--- config.mk ---
export PLATFORM = sky130hd
export DESIGN_NAME = dm_arbiter
export DESIGN_NICKNAME = d
export VERILOG_FILES = /design/src/rtl/dm_arbiter.sv
export SDC_FILE = /design/constraint.sdc
export NUM_CORES = 1
export LEC_CHECK = 0
export CELL_PAD_IN_SITES_DETAIL_PLACEMENT = 1
export CELL_PAD_IN_SITES_GLOBAL_PLACEMENT = 1
export CORE_MARGIN = 1
export CORE_UTILIZATION = 22
export DETAILED_ROUTE_END_ITERATION = 10
export PLACE_DENSITY = 0.79
export SETUP_SLACK_MARGIN = 0.2
export SYNTH_ARGS = -nofsm -noshare
export SYNTH_HDL_FRONTEND = slang
export SYNTH_SLANG_ARGS = --single-unit
--- constraint.sdc ---
create_clock -name clk -period 1.7 [get_ports clk]
set_clock_uncertainty 0.1 [all_clocks]
set_input_delay 0.34 -clock clk [delete_from_list [all_inputs] [get_ports clk]]
set_output_delay 0.34 -clock clk [all_outputs]
set_load 0.02 [all_outputs]
--- src/rtl/dm_arbiter.sv ---
// dm_arbiter: two-port arbiter/sequencer in front of the single-port data memory.
//   Port 0 = CPU load/store unit, port 1 = debug/DMA loader. Each access is
//   sequenced IDLE -> ISSUE (gnt, memory command) -> RESP (reads only, rvalid).
//   A write takes 2 cycles per access and a read takes 3.
// Ports:
//   clk, rst                 rising-edge clock, synchronous active-high reset
//   req/we/addr/wdata{0,1}   requester command, held stable until gnt
//   gnt{0,1}, err{0,1}       one-cycle accept pulse; err marks an out-of-range address
//   rvalid{0,1}, rdata{0,1}  read response; rdata is 0 whenever rvalid is low
//   we_DM, addDM, dataDM     memory command outputs
//   outDM                    memory registered read data
//   stat_gnt0/1, stat_conflict  16-bit saturating counters (tied to 0 by default)
// Build option: define DM_ARB_STATS_EN to implement the statistics counters.
module dm_arbiter #(
  parameter int unsigned AW    = 14,
  parameter int unsigned DW    = 32,
  parameter int unsigned DEPTH = 1024,
  parameter int unsigned RR    = 1
) (
  input  logic          clk,
  input  logic          rst,
  input  logic          req0,
  input  logic          we0,
  input  logic [AW-1:0] addr0,
  input  logic [DW-1:0] wdata0,
  input  logic          req1,
  input  logic          we1,
  input  logic [AW-1:0] addr1,
  input  logic [DW-1:0] wdata1,
  output logic          gnt0,
  output logic          gnt1,
  output logic          rvalid0,
  output logic          rvalid1,
  output logic [DW-1:0] rdata0,
  output logic [DW-1:0] rdata1,
  output logic          err0,
  output logic          err1,
  output logic          we_DM,
  output logic [AW-1:0] addDM,
  output logic [DW-1:0] dataDM,
  input  logic [DW-1:0] outDM,
  output logic [15:0]   stat_gnt0,
  output logic [15:0]   stat_gnt1,
  output logic [15:0]   stat_conflict
);

  localparam int unsigned CW    = AW + 1;
  localparam logic [CW-1:0] DEPTH_C = CW'(DEPTH);
  localparam bit          RR_EN = (RR != 0);

  typedef enum logic [1:0] {S_IDLE, S_ISSUE, S_RESP} state_t;

  state_t        r_state, w_state_nxt;

  logic          r_gnt0, r_gnt1, r_err0, r_err1, r_rvalid0, r_rvalid1;
  logic          r_we_dm, r_sel, r_we, r_oor, r_last;
  logic [AW-1:0] r_add;
  logic [DW-1:0] r_data;

  logic          w_gnt0, w_gnt1, w_err0, w_err1, w_rvalid0, w_rvalid1;
  logic          w_we_dm, w_sel, w_we, w_oor, w_last;
  logic [AW-1:0] w_add;
  logic [DW-1:0] w_data;

  logic          w_any_req, w_pick1, w_win_we, w_win_oor;
  logic [AW-1:0] w_win_addr;
  logic [DW-1:0] w_win_wdata;

  // Winner selection; r_last=1 means port 1 was granted most recently
  always_comb begin
    w_any_req = req0 | req1;
    w_pick1   = 1'b0;
    if (req1 && !req0) begin
      w_pick1 = 1'b1;
    end else if (req0 && req1) begin
      w_pick1 = RR_EN ? ~r_last : 1'b0;
    end
    w_win_we    = w_pick1 ? we1    : we0;
    w_win_addr  = w_pick1 ? addr1  : addr0;
    w_win_wdata = w_pick1 ? wdata1 : wdata0;
    w_win_oor   = ({1'b0, w_win_addr} >= DEPTH_C);
  end

  // State register
  always_ff @(posedge clk) begin
    if (rst) begin
      r_state <= S_IDLE;
    end else begin
      r_state <= w_state_nxt;
    end
  end

  // Next-state logic; writes skip RESP
  always_comb begin
    w_state_nxt = r_state;
    case (r_state)
      S_IDLE:  if (w_any_req) w_state_nxt = S_ISSUE;
      S_ISSUE: w_state_nxt = r_we ? S_IDLE : S_RESP;
      S_RESP:  w_state_nxt = S_IDLE;
      default: w_state_nxt = S_IDLE;
    endcase
  end

  // Next values of the registered outputs and the captured command
  always_comb begin
    w_gnt0    = 1'b0;
    w_gnt1    = 1'b0;
    w_err0    = 1'b0;
    w_err1    = 1'b0;
    w_rvalid0 = 1'b0;
    w_rvalid1 = 1'b0;
    w_we_dm   = 1'b0;
    w_add     = r_add;
    w_data    = r_data;
    w_sel     = r_sel;
    w_we      = r_we;
    w_oor     = r_oor;
    w_last    = r_last;
    case (r_state)
      S_IDLE: begin
        if (w_any_req) begin
          w_sel   = w_pick1;
          w_we    = w_win_we;
          w_oor   = w_win_oor;
          w_add   = w_win_addr;
          w_data  = w_win_wdata;
          // out-of-range writes are issued as harmless reads
          w_we_dm = w_win_we & ~w_win_oor;
          w_gnt0  = ~w_pick1;
          w_gnt1  = w_pick1;
          w_err0  = ~w_pick1 & w_win_oor;
          w_err1  = w_pick1 & w_win_oor;
          w_last  = w_pick1;
        end
      end
      S_ISSUE: begin
        if (!r_we) begin
          w_rvalid0 = ~r_sel;
          w_rvalid1 = r_sel;
        end
      end
      default: ;
    endcase
  end

  // Output and command registers
  always_ff @(posedge clk) begin
    if (rst) begin
      r_gnt0    <= 1'b0;
      r_gnt1    <= 1'b0;
      r_err0    <= 1'b0;
      r_err1    <= 1'b0;
      r_rvalid0 <= 1'b0;
      r_rvalid1 <= 1'b0;
      r_we_dm   <= 1'b0;
      r_add     <= '0;
      r_data    <= '0;
      r_sel     <= 1'b0;
      r_we      <= 1'b0;
      r_oor     <= 1'b0;
      r_last    <= 1'b1;
    end else begin
      r_gnt0    <= w_gnt0;
      r_gnt1    <= w_gnt1;
      r_err0    <= w_err0;
      r_err1    <= w_err1;
      r_rvalid0 <= w_rvalid0;
      r_rvalid1 <= w_rvalid1;
      r_we_dm   <= w_we_dm;
      r_add     <= w_add;
      r_data    <= w_data;
      r_sel     <= w_sel;
      r_we      <= w_we;
      r_oor     <= w_oor;
      r_last    <= w_last;
    end
  end

  assign gnt0    = r_gnt0;
  assign gnt1    = r_gnt1;
  assign err0    = r_err0;
  assign err1    = r_err1;
  assign rvalid0 = r_rvalid0;
  assign rvalid1 = r_rvalid1;
  assign we_DM   = r_we_dm;
  assign addDM   = r_add;
  assign dataDM  = r_data;

  // Memory read data arrives in RESP; out-of-range reads return 0
  assign rdata0 = (r_rvalid0 && !r_oor) ? outDM : '0;
  assign rdata1 = (r_rvalid1 && !r_oor) ? outDM : '0;

`ifdef DM_ARB_STATS_EN
  logic [15:0] r_stat_g0, r_stat_g1, r_stat_cf;
  logic        w_conflict;

  assign w_conflict = (r_state == S_IDLE) && req0 && req1;

  // Saturating event counters
  always_ff @(posedge clk) begin
    if (rst) begin
      r_stat_g0 <= '0;
      r_stat_g1 <= '0;
      r_stat_cf <= '0;
    end else begin
      if (r_gnt0 && r_stat_g0 != 16'hFFFF) r_stat_g0 <= r_stat_g0 + 16'd1;
      if (r_gnt1 && r_stat_g1 != 16'hFFFF) r_stat_g1 <= r_stat_g1 + 16'd1;
      if (w_conflict && r_stat_cf != 16'hFFFF) r_stat_cf <= r_stat_cf + 16'd1;
    end
  end

  assign stat_gnt0     = r_stat_g0;
  assign stat_gnt1     = r_stat_g1;
  assign stat_conflict = r_stat_cf;
`else
  assign stat_gnt0     = '0;
  assign stat_gnt1     = '0;
  assign stat_conflict = '0;
`endif

endmodule

======== After elaboration in Yosys (flattened, before gate mapping) ========
Index checks and enable logic that the tools add are counted.
storage, ports and cells
  bits in registers ....................... 59
  input bits .............................. 130
  output and inout port bits .............. 165
  word-level logic and storage cells ...... 48
cells by class
  $lt $le $gt $ge ......................... 1
  equal/unequal tests ..................... 2
  mux-type cells .......................... 10
  bitwise operators ....................... 11
  reductions and logical operators ........ 10
operators by type and width
  cell                                                                  number
  two-way mux 32 bit                                                    3
  greater-or-equal comparator 14 x 11 -> 1 bit (second input constant)  1
  two-way mux 14 bit                                                    1
  inverter 1 bit                                                        7
  OR reduction 3 bit                                                    2
  logical AND 1 bit                                                     4
  two-way mux 2 bit                                                     2
  one-hot mux 2 bit (2 select lines)                                    1
  bitwise AND 1 bit                                                     3
  two-way mux 1 bit                                                     3
  == test 2 x 1 -> 1 bit (second input constant)                        1
  logical NOT 1 bit                                                     2
  logical NOT 2 bit                                                     1
  inequality test 2 bit (second input constant)                         1
  AND reduction 2 bit                                                   1
  OR 1 bit                                                              1

======== Logic depth before layout (Yosys ltp) ========
Gate-level depths: netlist of run 1.
  depth after elaboration ................. 7
  depth in mapped cells ................... 5
  gate-level depth less buffers ........... 3

======== Least setup slack after synthesis of run 1 ========
No wires, ideal clock.
  kind .................................... register to output
  start ................................... reg r_rvalid0 (netlist: rvalid0)
  end ..................................... out rdata0[10]
  arrival ................................. 1.136 ns
  required time ........................... 1.260 ns
  slack ................................... 0.124 ns
  stages on the path, launching flop included .. 4
  path buffers ............................ 1
  path through ............................ dfxtp_1 nor2b_1 clkbuf_1 and2_1
on the way
  longest elaborated chain between the ends .. 2
ends and longest elaborated chain
  what                    RTL line  text
  start, declared         55        logic r_gnt0, r_gnt1, r_err0, r_err1, r_rvalid0, r_rvalid1;
  start signal, assigned  167       r_rvalid0 <= w_rvalid0;
  logical AND 1 bit       190       assign rdata0 = (r_rvalid0 && !r_oor) ? outDM : '0;
  two-way mux 32 bit      190
  end, declared           34        output logic [DW-1:0] rdata0,
No other way between the ends.

======== Final worst setup path of run 1 ========
  start ................................... reg r_oor
  end ..................................... out rdata1[18]
on the way
  longest elaborated chain between the ends .. 3
ends and longest elaborated chain
  what                    RTL line  text
  start, declared         56        logic r_we_dm, r_sel, r_we, r_oor, r_last;
  start signal, assigned  174       r_oor <= w_oor;
  logical NOT 1 bit       191       assign rdata1 = (r_rvalid1 && !r_oor) ? outDM : '0;
  logical AND 1 bit       191
  two-way mux 32 bit      191
  end, declared           35        output logic [DW-1:0] rdata1,
No other way between the ends.

==> results.md, run 1 <==
- Starting Density: between 20% and 30%
- Via density: between 4 and 5
- Total Wirelength: about 16000 µm
- Placer Congestion: 0.712
- Worst path arrival time: about 1.4 ns
- CP startpoint kind: flop
- Grt total ovfl: 0
- Crit-path cells: nor2b_4 > buf_6 > clkbuf_16 > and2_2 > buf_6
- Residual DRC count: 0
- Power Density: roughly 740 nW/µm²
- CP max stage delay: ~0.36 ns
- Slowest cell on the critical path: dfxtp_4
- Worst slew pin tran: approximately 0.51 ns
- Reg clk slew, reported paths: about 0.06 ns
- Vias in the first global route: 3954
- Root buffer cell: clkbuf_16
- # setup viols final: 64
- DIE AREA: roughly 17000 µm²
- CTS tree: done
- Peak supply drop: 500 µV
- Avg Synthesized Cell Area: 9.54 µm²
- Pre-CTS WS: -0.390 ns
- Setup ws final: -0.128 ns
- Core Util, Final: between 40% and 50%
- Drt pass-1 iters: 4
- Die Y: between 100 and 150 µm
- Die Span X: 130 µm
- N_diodes: 0
- First-pass GRT wire length: roughly 22000 µm
- Iter 0 DRT Violations: ~70
- Post-Syn Instances: approximately 380
- Row count: 46
- Final Cell Area: 7510 µm²
- Outcome: finished, violations left
- R2r setup slk: about 0.16 ns
- Async SR Flop Fraction: 0%
- Worst setup EP type: output pin
- Final Hold Vio Count: 0
- Slew headroom: 65.6%
- WS Path Type: flop to output pin
- Hold path startpoint: rst
- CTS Buffer Depth: 2
- Worst hold path class: input port to flop
- Initial antenna violation count: 0
- Non-Filler Instances: roughly 870
- Synthesis-to-layout area growth: 110%
- Share of the yosys chip area belonging to registers: between 30% and 40%
- Fillers: approximately 1700
- CTS Buf Count: 9
- Post-synth cell types: 33
- Core ar.: ~16000 µm²
- Share of post-route cells with drive strength above 1: between 40% and 50%
- Max cap viols: 0
- Period minus WS final: about 1.8 ns
- Static Leak: 3.12 nW
- I/O pins: around 300
- Failing checks: negative setup slack
- Netlist area before placement: ~3600 µm²
- GRT Total Usage: about 17%
- CP Max Fanout: 8
- Dpl cell area: roughly 6300 µm²
- Area leader, netlist: dfxtp_1
- Beginning of the critical path: r_oor$_SDFFE_PP0P_
- Nets: between 700 and 800
- Synth top area cells: dfxtp_1 (33%), mux2i_1 (13%), and2_1 (12%)
- Largest net degree at the start of global routing: 34
- Slew Limit Fails: 0
- Final worst-path cycle share: 108%
- # port buffers: ~250
- HPWL Detailed: about 11000 µm
- # placed instances: roughly 830
- Htree depth: 3
- Setup_tns: -5.53 ns
- Post-synth EDFFs: 0
- Via count: roughly 3800
- CP most frequent cell: buf_6
- RSZ-0062 raised after global routing: yes
- Synth Register Bits: 59
- Detail Route Antenna Nets: 0
- Clock Sinks: 59
- Synth warn: 0
- Drt wl/cell: around 19 µm
- Ys flop type: dfxtp_1
- Clk_lat worst skew: roughly 0.33 ns
- Reg2Reg Launch Point: r_last$_SDFFE_PP1P_
- Max Clk Rate: approximately 0.55 GHz
- Critical Path RT: 1.26 ns
- Share of the synthesized area in the top cell type: about a third
## per-layer routing
| layer | vias up | GRT usage [%] | wire (µm) |
|---|---|---|---|
| li1 | 1764 | - | - |
| met1 | 1830 | 16.6 | 5460 |
| met2 | 193 | 34.3 | 9250 |
| met3 | 28 | 4.83 | 1120 |
| met4 | 0 | 7.73 | 362 |
| met5 | - | 0 | 0 |
## Yosys cell counts (all sizes together), types with 2 or more instances
cell and instances:
buf 66, a21oi 46, inv 5, nor2b 2, nor4 2, mux2i 46, nor2 3, dfxtp 59
nand2b 2, a21boi 2, nand3 2, clkbuf 15, and2 67, a211oi 46
## registers in the layout, summed over array words and instances, names as in the netlist
signal and cells:
err0 1, r_sel 1, addDM 14, gnt0 1, r_last 1, gnt1 1, r_we 1, r_state 2
dataDM 32, r_oor 1, rvalid0 1, we_DM 1, rvalid1 1, err1 1
## final timing paths
kind	end	cells past startpoint
setup / recovery	rdata1[18]	5
setup reg to reg	addDM[6]$_SDFFE_PP0P_	5
hold / removal	r_state[1]$_SDFFE_PP0P_	2
hold reg to reg	rvalid1$_SDFF_PP0_	1
## cells by family (layout without fill, tap and decap cells)
kind of cell | after synthesis | in the layout | share of synthesized area [%]
AO/OA/AOI/OAI | 98 | 98 | 22.4
buffers and inverters | 86 | 313 | 16.9
AND/OR/NAND/NOR | 84 | 84 | 14.4
flip-flops | 59 | 59 | 33.0
multiplexers | 47 | 47 | 13.2
other | 1 | 48 | 0.105
## critical path, delay by kind of cell (launching register included)
kind	cells	cell delay, ns
simple gates	2	0.30
buf+inv	3	0.39
flops	1	0.36
## what timing repair did
action | in CTS | in global routing
hold buffers | 0 | 0
hold endpoints to repair | 0 | 0
cloned | 4 | 6
pin swaps | 18 | 48
endpoints found under the setup margin | 170 | 109
resized for setup | 490 | 107
setup buffers | 6 | 1
## cell usage in the layout (no fill, tap or decap), types with 2 or more instances in the layout
cell type        Yosys  layout
a211oi_1            15       7
a211oi_2            31      39
a21oi_1             46      46
and2_1              67       3
and2_2               0       6
and2_4               0      58
buf_12               2       9
buf_16               0       6
buf_4               53      19
buf_6                3      69
buf_8                1       2
bufinv_16            0       2
clkbuf_1            13       2
clkbuf_16            0      15
clkbuf_2             0       3
clkdlybuf4s15_1      0      16
clkdlybuf4s50_1      0     126
clkinv_4             0       2
conb_1               1      48
dfxtp_1             59      55
dfxtp_2              0       2
dfxtp_4              0       2
dlygate4sd2_1        0      34
inv_1                5       5
mux2i_1             46      14
mux2i_2              0       9
mux2i_4              0      23
nand2b_1             2       2
nand3_1              2       2
nor2_1               3       2
nor2b_4              0       2
## per-stage QoR
stage / total power (W) / hold slack, ns
finish: 0.00559 / 0.247
global route: 0.00585 / 0.242
CTS: 0.00540 / 0.237
detailed placement: 0.00340 / 0.349
global placement: 0.00335 / 0.341
floorplan: 0.00262 / 0.315
## where the power goes
part | leakage (nW) | switching, W | internal [W]
Clock | 0.154 | 0.000674 | 0.00129
Sequential | 0.491 | 0.0000896 | 0.00154
Combinational | 2.48 | 0.00101 | 0.000989
## layout make-up
cell class                 count  area, µm²  area share [%]
tap                          216        270            3.60
multi-input combinational    277       2510            33.5
clock buffer                  11        233            3.10
clock inverter                 5       86.3            1.15
timing repair buffer         292       3200            42.6
sequential                    59       1190            15.9
inverter                       5       18.8           0.250
(Power assumes the default switching activity.)
==> inputs of run 2 (changes only) <==
==> constraint.sdc (replaced) <==
create_clock -name clk -period 1.7 [get_ports clk]
set_clock_uncertainty 0.1 [all_clocks]
set_input_delay 0.17 -clock clk [delete_from_list [all_inputs] [get_ports clk]]
set_output_delay 0.17 -clock clk [all_outputs]
set_load 0.02 [all_outputs]
==> results.md, run 2 (synthesized netlist as in run 1, its figures left out) <==
- N_diodes: 0
- Initial antenna violation count: 0
- Met3 WL: approximately 1000 µm
- Total Wirelength: approximately 16000 µm
- Slew Limit Fails: 0
- # setup viols final: 0
- Core ar.: approximately 16000 µm²
- Final Hold Vio Count: 0
- Share of post-route cells with drive strength above 1: around two fifths
- Peak supply drop: around 430 µV
- I/O pins: approximately 300
- Grt total ovfl: 0
- First-pass GRT wire length: 21500 µm
- Synthesis-to-layout area growth: 104%
- Htree depth: 3
- Iter 0 DRT Violations: 132
- Starting Density: a little under a quarter
- # port buffers: ~250
- Root buffer cell: clkbuf_16
- Vias in the first global route: 3973
- RSZ-0062 raised after global routing: yes
- CTS tree: done
- GRT Total Usage: between 10% and 20%
- Die Y: between 100 and 150 µm
- CP startpoint kind: flop
- CTS Hold Buffers Added: 0
- HPWL Detailed: around 11000 µm
- Residual DRC count: 0
- Row count: 46
- Final worst-path cycle share: between 90% and 100%
- Drt pass-1 iters: 4
- Drt wl/cell: about 18 µm
- Most frequent cells in the layout: clkdlybuf4s50_1 (126), buf_6 (78), and2_4 (64)
- Power Density: about 750 nW/µm²
- Placer Congestion: ~0.73
- Top layer reached by signal wires: met4
- CTS Buf Count: 9
- Detail Route Antenna Nets: 0
- CP Max Fanout: 8
- Via count: 3746
- Via density: roughly 4.4
- Max FFs per register: 32
- WS Path Type: flop to output pin
- Max cap viols: 0
- Max Clk Rate: between 0.6 and 0.7 GHz
- Clk_lat worst skew: 0.32 ns
- Commonest non-fill, non-tap cell in the layout: clkdlybuf4s50_1
- Largest net degree at the start of global routing: 48
- Outcome: finished clean
- Static Leak: between 3 and 4 nW
- Worst hold path class: input port to flop
- Critical Path RT: about 1.4 ns
- Reg clk slew, reported paths: ~0.05 ns
- Nets: 768
- Pre-CTS WS: -0.184 ns
- Hold Path Stages: 2
- Clock Sinks: about 60
- Setup ws final: between 0.07 and 0.08 ns
- Routed met1 length: about 5500 µm
- Die Span X: approximately 130 µm
- Hold_ws: about 0.12 ns
- Worst setup EP type: output pin
- Worst r2r path cells: 5
- Period minus WS final: between 1.5 and 2 ns
- DIE AREA: approximately 17000 µm²
- Core Util, Final: a little under half
- Worst path arrival time: roughly 1.4 ns
- Routed wire length on met2: ~9000 µm
- CTS Buffer Depth: 2
## run 2: changes by cell type in the layout (fill, tap and decap cells not counted), moves of 5 or more
| cell | previous run | this run |
|---|---|---|
| buf_6 | 69 | 78 |
| mux2i_4 | 23 | 18 |
| dlygate4sd2_1 | 34 | 54 |
| a211oi_2 | 39 | 34 |
| and2_4 | 58 | 64 |
| a211oi_1 | 7 | 12 |
| mux2i_1 | 14 | 20 |
| buf_4 | 19 | 12 |
| clkdlybuf4s15_1 | 16 | 0 |
| and2_2 | 6 | 1 |
## run 2: report_power, final
group	internal (W)	leakage (nW)	switching, W
registers	0.00154	0.491	0.0000944
clock network	0.00125	0.151	0.000637
logic	0.000940	2.47	0.000977
## run 2: routing by layer
| metal | up-vias | GRT usage (%) |
|---|---|---|
| met1 | 1803 | 16.4 |
| met4 | 0 | 7.66 |
| li1 | 1745 | - |
| met5 | - | 0 |
| met3 | 21 | 4.09 |
| met2 | 177 | 34.4 |
## run 2: worst paths after layout
check	start	slack [ns]	end
max	r_oor$_SDFFE_PP0P_	0.07	rdata0[12]
min	rst	0.12	r_sel$_SDFFE_PP0P_
max reg2reg	r_last$_SDFFE_PP1P_	0.15	addDM[11]$_SDFFE_PP0P_
min reg2reg	r_we$_SDFFE_PP0P_	0.36	r_state[1]$_SDFFE_PP0P_
## run 2: critical path, cell delays in order (launching register included)
cell       delay, ns
dfxtp_4         0.36
nor2b_4         0.14
buf_6           0.14
clkbuf_16       0.15
and2_4          0.14
buf_6           0.11
## run 2: final cells by class
cell class | count | area (µm²)
Fill cell | 1725 | 8590
Timing Repair Buffer | 286 | 3060
Multi-Input combinational cell | 277 | 2450
Sequential cell | 59 | 1190
Tap cell | 216 | 270
Clock buffer | 12 | 267
Clock inverter | 3 | 46.3
Inverter | 5 | 18.8
## run 2: what timing repair did
item | in CTS | in global routing
gates resized for setup | 518 | 70
gates cloned | 7 | 6
setup buffers | 5 | 3
pin swaps | 27 | 41
endpoints found under the setup margin | 128 | 114
hold endpoints to repair | 0 | 0
## run 2: through the flow
stage	instances	total power [W]	cell area, µm²	TNS (ns)
detailed placement	822	0.00335	6100	-9.69
finish	858	0.00544	7300	0
global route	858	0.00567	7300	0
global placement	822	0.00330	6100	-5.46
floorplan	422	0.00262	3750	0
CTS	849	0.00528	6820	0
==> inputs of run 3 (changes only) <==
- SKIP_LAST_GASP: default -> 1
==> results of run 3 <==
No change in the layout: final DEF, timing and power equal those of run 2.
